`src/rtl/ldl_fifo_pkg.sv`:
```
// Shared definitions for both endpoints of the async FIFO.
// Pointers are AW+1 bits wide. The extra top bit tells a full RAM apart from an empty one.
package ldl_fifo_pkg;

    localparam int OCC_MAX = 2;

    function automatic logic [31:0] ptr_mask(input int aw);
        return (32'd1 << (aw + 1)) - 32'd1;
    endfunction

    function automatic logic [31:0] ptr_inc(input logic [31:0] ptr, input int aw);
        return (ptr + 32'd1) & ptr_mask(aw);
    endfunction

    // Gives a - b modulo 2^(aw+1): the number of words between two pointers.
    function automatic logic [31:0] ptr_diff(input logic [31:0] a, input logic [31:0] b,
                                             input int aw);
        return (a - b) & ptr_mask(aw);
    endfunction

endpackage

```
`src/rtl/ldl_fifo_rd_stream_skid.sv`:
```
// Two-entry register FIFO for prefetched RAM words.
// The head entry drives the output stream directly.
module ldl_skid_buf2 #(
    parameter int DW = 8
) (
    input  logic          clk,
    input  logic          rst,
    input  logic          push,
    input  logic [DW-1:0] din,
    input  logic          pop,
    output logic [1:0]    occ,
    output logic [DW-1:0] head
);
    logic [DW-1:0] mem_q [2];
    logic          wr_q;
    logic          rd_q;
    logic [1:0]    occ_q;
    logic          pop_ok;
    logic          push_ok;
    logic [1:0]    we;

    assign pop_ok  = pop && (occ_q != 2'd0);
    assign push_ok = push && ((occ_q != 2'd2) || pop_ok);

    for (genvar gi = 0; gi < 2; gi++) begin : g_we
        assign we[gi] = push_ok && (wr_q == 1'(gi));
    end

    always_ff @(posedge clk) begin
        if (rst) begin
            for (int i = 0; i < 2; i++) mem_q[i] <= '0;
            wr_q  <= 1'b0;
            rd_q  <= 1'b0;
            occ_q <= 2'd0;
        end else begin
            for (int i = 0; i < 2; i++) begin
                if (we[i]) mem_q[i] <= din;
            end
            wr_q  <= wr_q ^ push_ok;
            rd_q  <= rd_q ^ pop_ok;
            occ_q <= occ_q + 2'(push_ok) - 2'(pop_ok);
        end
    end

    assign occ  = occ_q;
    assign head = mem_q[rd_q];

endmodule

```
`src/rtl/ldl_fifo_rd_stream.sv`:
```
// Read-side endpoint of the async FIFO. It issues RAM reads ahead of the consumer into a 2-entry buffer.
// It publishes the read pointer so the write side can see freed space.
module ldl_fifo_rd_stream
    import ldl_fifo_pkg::*;
#(
    parameter int DW = 8,
    parameter int AW = 8
) (
    input  logic          clk,
    input  logic          rst,
    input  logic [AW:0]   w_pt,
    output logic [AW:0]   r_pt,
    output logic          mr,
    output logic [AW-1:0] ra,
    input  logic [DW-1:0] mem_dout,
    output logic          m_valid,
    input  logic          m_ready,
    output logic [DW-1:0] m_data,
    output logic [AW:0]   rcnt,
    output logic [AW+1:0] level,
    output logic          err
);
    localparam logic [AW+1:0] DEPTH = (AW+2)'(1) << AW;

    logic [AW:0]   r_pt_q, r_pt_d;
    logic          infl_q;
    logic          err_q, err_d;
    logic [1:0]    occ;
    logic          pop;
    logic          mem_empty;
    logic [2:0]    demand;

    assign pop       = m_valid && m_ready;
    assign mem_empty = (w_pt == r_pt_q);

    // This counts the words the buffer will hold after this edge if no new read is issued.
    // A read is issued only while that count leaves room for the word it returns.
    assign demand = 3'(occ) + 3'(infl_q) - 3'(pop);
    assign mr     = !rst && !mem_empty && (demand < 3'(OCC_MAX));

    assign r_pt_d = mr ? (AW+1)'(ptr_inc(32'(r_pt_q), AW)) : r_pt_q;
    assign rcnt   = (AW+1)'(ptr_diff(32'(w_pt), 32'(r_pt_q), AW));
    assign err_d  = err_q || ({1'b0, rcnt} > DEPTH);

    always_ff @(posedge clk) begin
        if (rst) begin
            r_pt_q <= '0;
            infl_q <= 1'b0;
            err_q  <= 1'b0;
        end else begin
            r_pt_q <= r_pt_d;
            infl_q <= mr;
            err_q  <= err_d;
        end
    end

    ldl_skid_buf2 #(.DW(DW)) u_buf (
        .clk  (clk),
        .rst  (rst),
        .push (infl_q),
        .din  (mem_dout),
        .pop  (pop),
        .occ  (occ),
        .head (m_data)
    );

    assign m_valid = (occ != 2'd0);
    assign r_pt    = r_pt_q;
    assign ra      = r_pt_q[AW-1:0];
    assign level   = (AW+2)'(rcnt) + (AW+2)'(occ) + (AW+2)'(infl_q);
    assign err     = err_q;

endmodule

```
`config.mk`:
```
export PLATFORM = sky130hd
export DESIGN_NAME = ldl_fifo_rd_stream
export DESIGN_NICKNAME = d
export VERILOG_FILES = /design/src/rtl/ldl_fifo_pkg.sv /design/src/rtl/ldl_fifo_rd_stream_skid.sv /design/src/rtl/ldl_fifo_rd_stream.sv
export SDC_FILE = /design/constraint.sdc
export NUM_CORES = 1
export LEC_CHECK = 0
export BUFFER_PORTS_ARGS = -buffer_cell sky130_fd_sc_hd__buf_2
export CORE_ASPECT_RATIO = 1.25
export CORE_MARGIN = 10
export CORE_UTILIZATION = 45
export CTS_CLUSTER_DIAMETER = 200
export DETAILED_ROUTE_END_ITERATION = 10
export PLACE_DENSITY_LB_ADDON = 0.15
export SLEW_MARGIN = 10
export SYNTH_ARGS = -nofsm -noshare
export SYNTH_HDL_FRONTEND = slang
export SYNTH_HIERARCHICAL = 1
export SYNTH_SLANG_ARGS = --single-unit
```
`constraint.sdc`:
```
create_clock -name clk -period 2.5 [get_ports clk]
set_clock_uncertainty 0.05 [all_clocks]
set_input_delay 0 -clock clk [delete_from_list [all_inputs] [get_ports clk]]
set_output_delay 0 -clock clk [all_outputs]
set_load 0.01 [all_outputs]
```
==> summary.md, run 1 <==
| Metric | Value |
|---|---|
| Area of the core | 0.00446 sq mm |
| CTS Buf Count | 5 |
| Max Buffers Root-to-Sink | 2 |
| Worst Setup End Kind | output pin |
| Die height | 96.2 um |
| Layout Nets | 338 |
| Mapped Cells | 206 |
| Endpoints failing setup | 0 |
| #FFs+latches synth | 31 |
| Hold Vio Cnt, Final | 0 |
| Post-synth cell types | 44 |
| Main area contributors after synthesis | edfxtp_1, dfxtp_1, ha_1 |
| Sequential-to-total area share from yosys stat | a little under two fifths |
| Area after DPL | roughly 0.0025 sq mm |
| Final worst slack | 45.7 ps |
| Fin area | 0.00302 sq mm |
| Worst-path fanout max | 5 |
| Pins Over Slew Limit | 0 |
| Rows | 27 |
| DP HPWL | slightly above 4000 um |
| Switching portion of total power | 36.4% |
| Post-route clock period utilization | between 90% and 100% |
| Antenna violations before repair | 0 |
| Routability cong. | 0.885 |
| CTS Root Cell | clkbuf_8 |
| Critical Path RT | between 2000 and 2500 ps |
| First-pass GRT wire length | 8640 um |
| Post-synth top area share | a little under a quarter |
| Static Leak | roughly 1.4 nW |
| Clk network pwr share | 17.9% |
| DRC viols | 0 |
| DR vias | 1799 |
| Detailed Routing Iterations Pass 1 | 4 |
| TritonCTS clock tree | yes |
| Top-count cell post-synth | inv_1 |
| Seq pwr share | between 20% and 30% |
| Syn Nets | 245 |
| RSZ-0062 raised after global routing | true |
| Final WL | 5560 um |
| Pre-CTS setup slack | 35.6 ps |
| Setup_tns | 0 ps |
| Vias in the first global route | 1808 |
| Syn Std Cell Area | 0.00209 sq mm |
| Synth cell count leaders | inv_1, nor2_1, edfxtp_1, xnor2_1 |
| Clock sinks | 31 |
| Max-cap violations | 0 |
| Tmin final | 2450 ps |
| P per Cell Area | 938 mW/mm^2 |
| Primary FF master, synth | edfxtp_1 |
| Layout cells sized above 1 | 52.3% |
| CTS clk-pin slew, worst paths | ~60 ps |
| P&R area growth vs syn | 44.3% |
| F_max | between 0.4 and 0.5 GHz |
| Pin count of the biggest net entering global routing | 21 |
| Routed len/inst | 15.5 um |
| Die area | 0.00779 sq mm |
| Hold path depth | 2 |
| Cell internal pwr | ~1.8 mW |
| Crit path kind | flop to output pin |
| CTS H-Tree Depth | 2 |
| Comb power frac | 55.6% |
| Worst hold slack | 64.0 ps |
| Post-synth EDFFs | 16 |
| I/O Buffers | 66 |
| Slew @ Worst Pin | 488 ps |
| Clk_lat worst skew | 280 ps |
| Die W | 81.0 um |
| Max transition margin | 67.2% |
| DR iter-0 viols | 66 |
| Startpoint Class | flop |
| Via density | a little over 5 |
| Post-synth top area cell | edfxtp_1 |
| IO Pins | 67 |
| WP data arrival | between 2000 and 2500 ps |
| Reg2Reg Depth | 12 |
| Routed Antenna Nets | 0 |
| Status | completed |
| Syn_area_per_cell | between 10 and 15 sq um |
| Post-synth ARST share | 0% |
| GRT overflow | 0 |
| VDD IR-drop max | between 0.6 and 0.7 mV |
| Yosys warns | 6 |
| Total track usage | 14.1% |
| Switch Pwr | 1.03 mW |
| Number of antenna diodes | 0 |
| Hold/Removal Path Class | input pin to flop |
| Initial Util | 46.9% |
what timing repair did:
| item | 4_1_cts | 5_1_grt |
|---|---|---|
| pin swaps | 9 | 12 |
| setup buffers | 3 | 10 |
| hold buffers | 8 | 0 |
| gates cloned | 0 | 1 |
| hold endpoints to repair | 16 | 0 |
| resized for setup | 21 | 27 |
| endpoints found under the setup margin | 7 | 16 |
critical path: stages (launching register included):
cell      delay [ps]
dfxtp_1          400
inv_1            110
ha_2             320
nand2_2          120
a211oi_4          60
o41a_1           310
a311o_2          420
nand4_1          110
xnor2_1          120
buf_2            150
through the flow:
stage | cells | util, % | power, mW
2_1_floorplan | 206 | - | 1.57
3_3_place_gp | 328 | 56.5 | 2.00
3_5_place_dp | 328 | 56.5 | 2.02
4_1_cts | 347 | 63.8 | 2.63
5_1_grt | 358 | 67.7 | 3.04
6_report | 358 | 67.7 | 2.83
worst paths after layout:
kind | startpoint | slack (ps) | endpoint
setup reg to reg | u_buf/occ[0] | 80 | r_pt[7]
setup / recovery | r_pt[3] | 50 | level[8]
hold / removal | rst | 60 | r_pt[8]
hold reg to reg | err | 440 | err
flip-flops by register name, summed over array words and instances, names as in the netlist:
name and count:
u_buf/occ 2, infl_q 1, err 1, u_buf/mem_q 16, u_buf/rd_q 1, r_pt 9, u_buf/wr_q 1
logic make-up after synthesis:
group | after synthesis | share of synthesized area, %
and+or+nand+nor | 68 | 18.1
buffers and inverters | 36 | 8.07
DFF | 31 | 37.3
xor gates and xnor gates | 25 | 11.8
adders and majority gates | 19 | 12.8
AOI/OAI and AO/OA | 17 | 6.34
muxes | 10 | 5.50
layout make-up:
cell class | count | area [sq um]
multi-input combinational | 139 | 1340
sequential | 31 | 792
clock buffer | 6 | 82.6
clock inverter | 2 | 35.0
inverter | 26 | 108
timing repair buffer | 96 | 586
fill | 375 | 1440
tap | 58 | 72.6
metal layers:
| layer | track usage (%) | up-vias | part of all wire, % |
|---|---|---|---|
| li1 | - | 881 | - |
| met1 | 15.2 | 864 | 39 |
| met2 | 23.8 | 49 | 52 |
| met3 | 5.32 | 5 | 7.5 |
| met4 | 6.79 | 0 | 1.4 |
| met5 | 0 | - | 0 |
placed cells by master (no fill, tap or decap), types with 3 or more instances in the layout:
cell type | Yosys | routed
buf_2 | 0 | 65
buf_4 | 9 | 21
inv_1 | 25 | 20
edfxtp_1 | 16 | 16
nor2_1 | 18 | 15
xnor2_1 | 16 | 14
dfxtp_1 | 15 | 10
ha_1 | 15 | 8
dlygate4sd3_1 | 0 | 8
mux2_2 | 8 | 8
and2_1 | 9 | 8
nand2_1 | 9 | 7
nand4_1 | 7 | 7
clkbuf_8 | 0 | 6
ha_4 | 0 | 5
xnor2_2 | 2 | 4
xor2_1 | 6 | 4
nand3_1 | 4 | 4
inv_2 | 0 | 3
nor2b_4 | 0 | 3
and3_1 | 4 | 3
fa_2 | 0 | 3
dfxtp_2 | 0 | 3
power groups by stage:
stage / sequential [mW] / combinational [mW] / clock [mW]
2_1_floorplan: 0.749 / 0.826 / 0
3_3_place_gp: 0.745 / 1.25 / 0
3_5_place_dp: 0.749 / 1.27 / 0
4_1_cts: 0.742 / 1.37 / 0.517
5_1_grt: 0.767 / 1.72 / 0.547
6_report: 0.748 / 1.58 / 0.508
(Power assumes the default switching activity.)
==> run 2, diff against run 1 <==
Settings changed: REMOVE_ABC_BUFFERS set to 1.
Clock period 2.5 ns to 2.53 ns, I/O delays scaled along.
==> run 2 against run 1 <==
Compared with the run above:
- global-route usage is 0.16 points higher
- sequential power decreased by 2.8%
- final cell count increased by 1.7%
- non-clock buffer count is 6 higher
- count of clock-buffer cells in the layout shrank 1
- register-to-register slack barely moved
- clock power is 8.5% lower
- combinational power barely moved
- critical path depth up 1
- power is 2.0% lower
- sequential share of layout area fell by 0.39 points
- wire length down 4.1%
- critical endpoint is now level[5]
==> summary.md, run 2 (synthesis results as in run 1) <==
| Metric | Value |
|---|---|
| Largest stage delay, worst path | 360 ps |
| Crit path kind | flop to output pin |
| Vias in the first global route | 1917 |
| Antenna violations before repair | 0 |
| Critical Path RT | 2480 ps |
| Endpoints failing setup | 0 |
| Setup_tns | 0 ps |
| Routed len/inst | ~15 um |
| Max reg flops | 16 |
| Static Leak | 1.39 nW |
| F_max | 0.407 GHz |
| Most used cell, CP | buf_4 |
| Via density | 4.83 |
| Worst Setup End Kind | output pin |
| Top reg by flops | u_buf/mem_q |
| Final worst slack | around 76 ps |
| Die area | between 0.007 and 0.008 sq mm |
| Clock sinks | 31 |
| Rows | 27 |
| DRC viols | 0 |
| Routability cong. | 0.877 |
| Die W | 81.0 um |
| Max Buffers Root-to-Sink | 2 |
| CP Cell Sequence | ha_4, fa_2, nor2b_4, o22ai_1, xnor2_2, buf_4, buf_4, and3_4, xor2_1, buf_2 |
| Hold Vio Cnt, Final | 0 |
| Total track usage | 14.3% |
| CTS clk-pin slew, worst paths | 60 ps |
| Status | completed |
| Max-cap violations | 0 |
| Worst Setup SP | r_pt[0] |
| GRT overflow | 0 |
| Final WL | ~5300 um |
| DR vias | 1759 |
| Pins Over Slew Limit | 0 |
| Clk_lat worst skew | 270 ps |
| Hold/Removal Path Class | input pin to flop |
| Reg2reg start | r_pt[0] |
| Number of antenna diodes | 0 |
| Tot Pwr | 2.77 mW |
| Layout cells sized above 1 | 51.3% |
| Fill cell count | 377 |
| Delay-heaviest family, CP | adder cells |
| Max transition margin | a little over two thirds |
| First-pass GRT wire length | 8870 um |
| Die height | 96.2 um |
| IO Pins | 67 |
| TritonCTS clock tree | yes |
| RSZ-0062 raised after global routing | true |
| WP data arrival | 2400 ps |
| VDD IR-drop max | 0.588 mV |
| CTS H-Tree Depth | 2 |
| Pin count of the biggest net entering global routing | 21 |
| Pre-CTS setup slack | 46.8 ps |
| P per Cell Area | 908 mW/mm^2 |
| Worst-path fanout max | 3 |
| P&R area growth vs syn | 46.0% |
| Initial Util | 46.9% |
| CTS Buf Count | 5 |
| Utilization after layout | 68.5% |
| DP HPWL | between 3000 and 4000 um |
| Tmin final | around 2500 ps |
| Slew @ Worst Pin | 447 ps |
| Startpoint Class | flop |
| Commonest non-fill, non-tap cell in the layout | buf_2 |
| DR iter-0 viols | 31 |
| Layout Nets | 344 |
| Post-route clock period utilization | 97.0% |
| CP Buf/Inv Count | 3 |
| Commonest non-fill, non-tap cells in the layout | buf_2, buf_4, inv_1 |
| I/O Buffers | 66 |
| Crit-path slowest cell | fa_2 |
| Area of the core | ~0.0045 sq mm |
| Detailed Routing Iterations Pass 1 | 4 |
| Hold Path Origin | rst |
| CTS Root Cell | clkbuf_8 |
| Routed Antenna Nets | 0 |
## run 2: changes by cell type in the layout (fill, tap and decap cells not counted), sizes merged
cell / before / now
inv: 23 / 25
clkinv: 4 / 3
buf: 88 / 94
clkbuf: 6 / 5
## run 2: area by class of cell
cell class                      instances  area [sq um]  share of cell area, %
Tap cell                               58          72.6                   2.38
Clock buffer                            5          68.8                   2.25
Timing Repair Buffer                  102           634                   20.8
Clock inverter                          3          38.8                   1.27
Multi-Input combinational cell        139          1350                   44.3
Inverter                               26          97.6                   3.20
Sequential cell                        31           790                   25.9
## run 2: power breakdown
| group | internal, mW | leakage [nW] | switching, mW | total, mW |
|---|---|---|---|---|
| clock | 0.288 | 0.0556 | 0.177 | 0.465 |
| sequential | 0.670 | 0.292 | 0.0566 | 0.727 |
| combinational | 0.822 | 1.04 | 0.761 | 1.58 |
| total | 1.78 | 1.39 | 0.994 | 2.77 |
## run 2: what timing repair did
item | CTS | global route
cloned | 0 | 0
gates resized for setup | 19 | 30
setup endpoints to repair | 6 | 16
hold buffers | 8 | 0
endpoints found under the hold margin | 16 | 0
setup buffers | 11 | 5
pin swaps | 5 | 18
## run 2: per-stage QoR
step / cell area, sq um / hold slack, ps / instances
after floorplan: 2020 / 2.05 / 196
after global placement: 2520 / 253 / 333
after detailed placement: 2520 / 261 / 333
after CTS: 2880 / 59.4 / 360
after global routing: 3050 / 71.2 / 364
final: 3050 / 58.9 / 364
## run 2: path summary, 6_finish.rpt
| kind | endpoint | slack [ps] | cells past startpoint |
|---|---|---|---|
| hold / removal | r_pt[7] | 60 | 2 |
| setup / recovery | level[5] | 80 | 10 |
| setup reg to reg | err | 90 | 9 |
| hold reg to reg | err | 460 | 2 |
## run 2: routing by layer
layer | routed length, um | track usage [%] | vias up | part of all wire (%)
met5 | 0 | 0 | - | 0
met4 | 56 | 4.77 | 0 | 1.1
met3 | 374 | 4.76 | 4 | 7.0
met2 | 2910 | 27.5 | 42 | 55
met1 | 1990 | 13.7 | 819 | 37
li1 | - | - | 894 | -
==> run 3, diff against run 2 <==
--- a/config.mk
+++ b/config.mk
@@ -7,3 +7,3 @@
 export LEC_CHECK = 0
-export BUFFER_PORTS_ARGS = -buffer_cell sky130_fd_sc_hd__buf_2
+export BUFFER_PORTS_ARGS = -buffer_cell sky130_fd_sc_hd__clkbuf_2
 export CORE_ASPECT_RATIO = 1.25
--- a/constraint.sdc
+++ b/constraint.sdc
@@ -4,2 +4,2 @@
 set_output_delay 0 -clock clk [all_outputs]
-set_load 0.01 [all_outputs]
+set_load 0.1 [all_outputs]
==> run 3 against run 2 <==
Compared with the run above:
- the run now ends with setup timing left
- sequential share of layout area fell by 2.6 points
- cell area up 11%
- critical path depth unchanged
- non-clock buffer count up 7
- hold slack improved by 69 ps
- final cell count increased by 1.9%
- setup slack worse by 180 ps
- via count is 6.9% higher
- highest routed layer unchanged
- utilization is 7.4 points higher
- fmax decreased by 6.7%
==> summary.md, run 3 (synthesis results as in run 1) <==
| Metric | Value |
|---|---|
| Status | finished with violations |
| Violated checks | setup timing |
| Levels on crit path | 10 |
| Vias in the first global route | 1884 |
| Tmin final | ~2600 ps |
| Reg2reg start | r_pt[2] |
| Die height | 96.2 um |
| CTS H-Tree Depth | 2 |
| Utilization after layout | 75.9% |
| Slew @ Worst Pin | 562 ps |
| DR vias | 1881 |
| Layout Nets | around 350 |
| Antenna violations before repair | 0 |
| Worst Setup End Kind | output pin |
| Max transition margin | roughly 63% |
| Reg-to-reg endpoint | err |
| CP Buf/Inv Count | 2 |
| DRC viols | 0 |
| Number of antenna diodes | 0 |
| WP data arrival | ~2600 ps |
| First-pass GRT wire length | 9090 um |
| CTS Root Cell | clkbuf_8 |
| TritonCTS clock tree | yes |
| Die area | about 0.0078 sq mm |
| I/O Buffers | 66 |
| CP Cell Sequence | ha_4, fa_2, nor2b_4, o2111ai_2, buf_4, nand3_1, xnor2_4, nand4_1, xnor2_2, buf_12 |
| Reg2Reg Depth | 9 |
| Worst-path fanout max | 5 |
| Max Buffers Root-to-Sink | 2 |
| Die W | 81.0 um |
| IO Pins | 67 |
| Hold/Removal Path Class | input pin to flop |
| Pins Over Slew Limit | 0 |
| Via density | 5.07 |
| Crit path kind | flop to output pin |
| Routability cong. | 0.821 |
| Commonest non-fill, non-tap cells in the layout | clkbuf_2, buf_4, inv_1 |
| Commonest non-fill, non-tap cell in the layout | clkbuf_2 |
| Max reg flops | 16 |
| Hold path depth | 2 |
| Routed len/inst | 16.2 um |
| Critical Path RT | approximately 2500 ps |
| Area of the core | 0.00446 sq mm |
| Setup_tns | -320 ps |
| Endpoints failing setup | 4 |
| Detailed Routing Iterations Pass 1 | 4 |
| Pre-CTS setup slack | -117 ps |
| Reg2reg setup slack | 100 ps |
| RSZ-0062 raised after global routing | true |
| Worst Setup SP | r_pt[0] |
| Pin count of the biggest net entering global routing | 21 |
| DP HPWL | 4170 um |
| DR iter-0 viols | 53 |
| Final WL | 6010 um |
| Largest stage delay, worst path | 370 ps |
| CTS Buf Count | 5 |
| Hold Path Origin | rst |
| Hold Vio Cnt, Final | 0 |
| Clk_lat worst skew | 280 ps |
| Crit-path slowest cell | fa_2 |
| Final worst slack | -100 ps |
| Delay-heaviest family, CP | adder cells |
| Startpoint Class | flop |
| Rows | 27 |
| Max-cap violations | 0 |
| P&R area growth vs syn | 61.8% |
| F_max | about 0.38 GHz |
| GRT overflow | 0 |
| CTS clk-pin slew, worst paths | 70 ps |
| Clock sinks | 31 |
| Min-Delay Endpoint | u_buf/wr_q |
| Top reg by flops | u_buf/mem_q |
| Routed Antenna Nets | 0 |
| Post-route clock period utilization | 104% |
| Total track usage | between 10% and 20% |
| Layout cells sized above 1 | 55.0% |
| Initial Util | 46.9% |
-- run 3: timing repair --
item	in CTS	in global routing
pin swaps	9	14
resized for setup	23	43
hold buffers	8	0
setup buffers	8	11
endpoints found under the setup margin	9	20
gates cloned	0	0
endpoints found under the hold margin	16	0
-- run 3: area by class of cell --
class                           instances  area [sq um]
Timing Repair Buffer                  109           907
Tap cell                               58          72.6
Fill cell                             303          1070
Multi-Input combinational cell        139          1410
Sequential cell                        31           788
Clock inverter                          3          38.8
Inverter                               26          97.6
Clock buffer                            5          68.8
-- run 3: through the flow --
| step | hold slack (ps) | instance area (sq um) | std cells |
|---|---|---|---|
| after floorplan | 16.7 | 2020 | 196 |
| after global placement | 250 | 2740 | 337 |
| after detailed placement | 264 | 2740 | 337 |
| after CTS | 145 | 3110 | 361 |
| after global routing | 159 | 3390 | 371 |
| final | 128 | 3390 | 371 |
-- run 3: routing by layer --
layer | part of all wire, % | vias up | GRT usage (%)
li1 | - | 905 | -
met4 | 3.3 | 0 | 6.07
met5 | 0 | - | 0
met2 | 55 | 68 | 28.3
met1 | 34 | 887 | 14.4
met3 | 7.3 | 21 | 5.22
-- run 3: worst max-delay path by stage --
stage                           to  slack [ps]
after CTS                 level[5]        -150
after detailed placement  level[9]        -120
after floorplan           level[9]       -4430
after global placement    level[9]        -120
after global routing      level[9]        -200
final                     level[8]        -100
Power of run 3 is not shown: default switching activity piles up to over one toggle a cycle in this logic, so the estimate is an artifact.
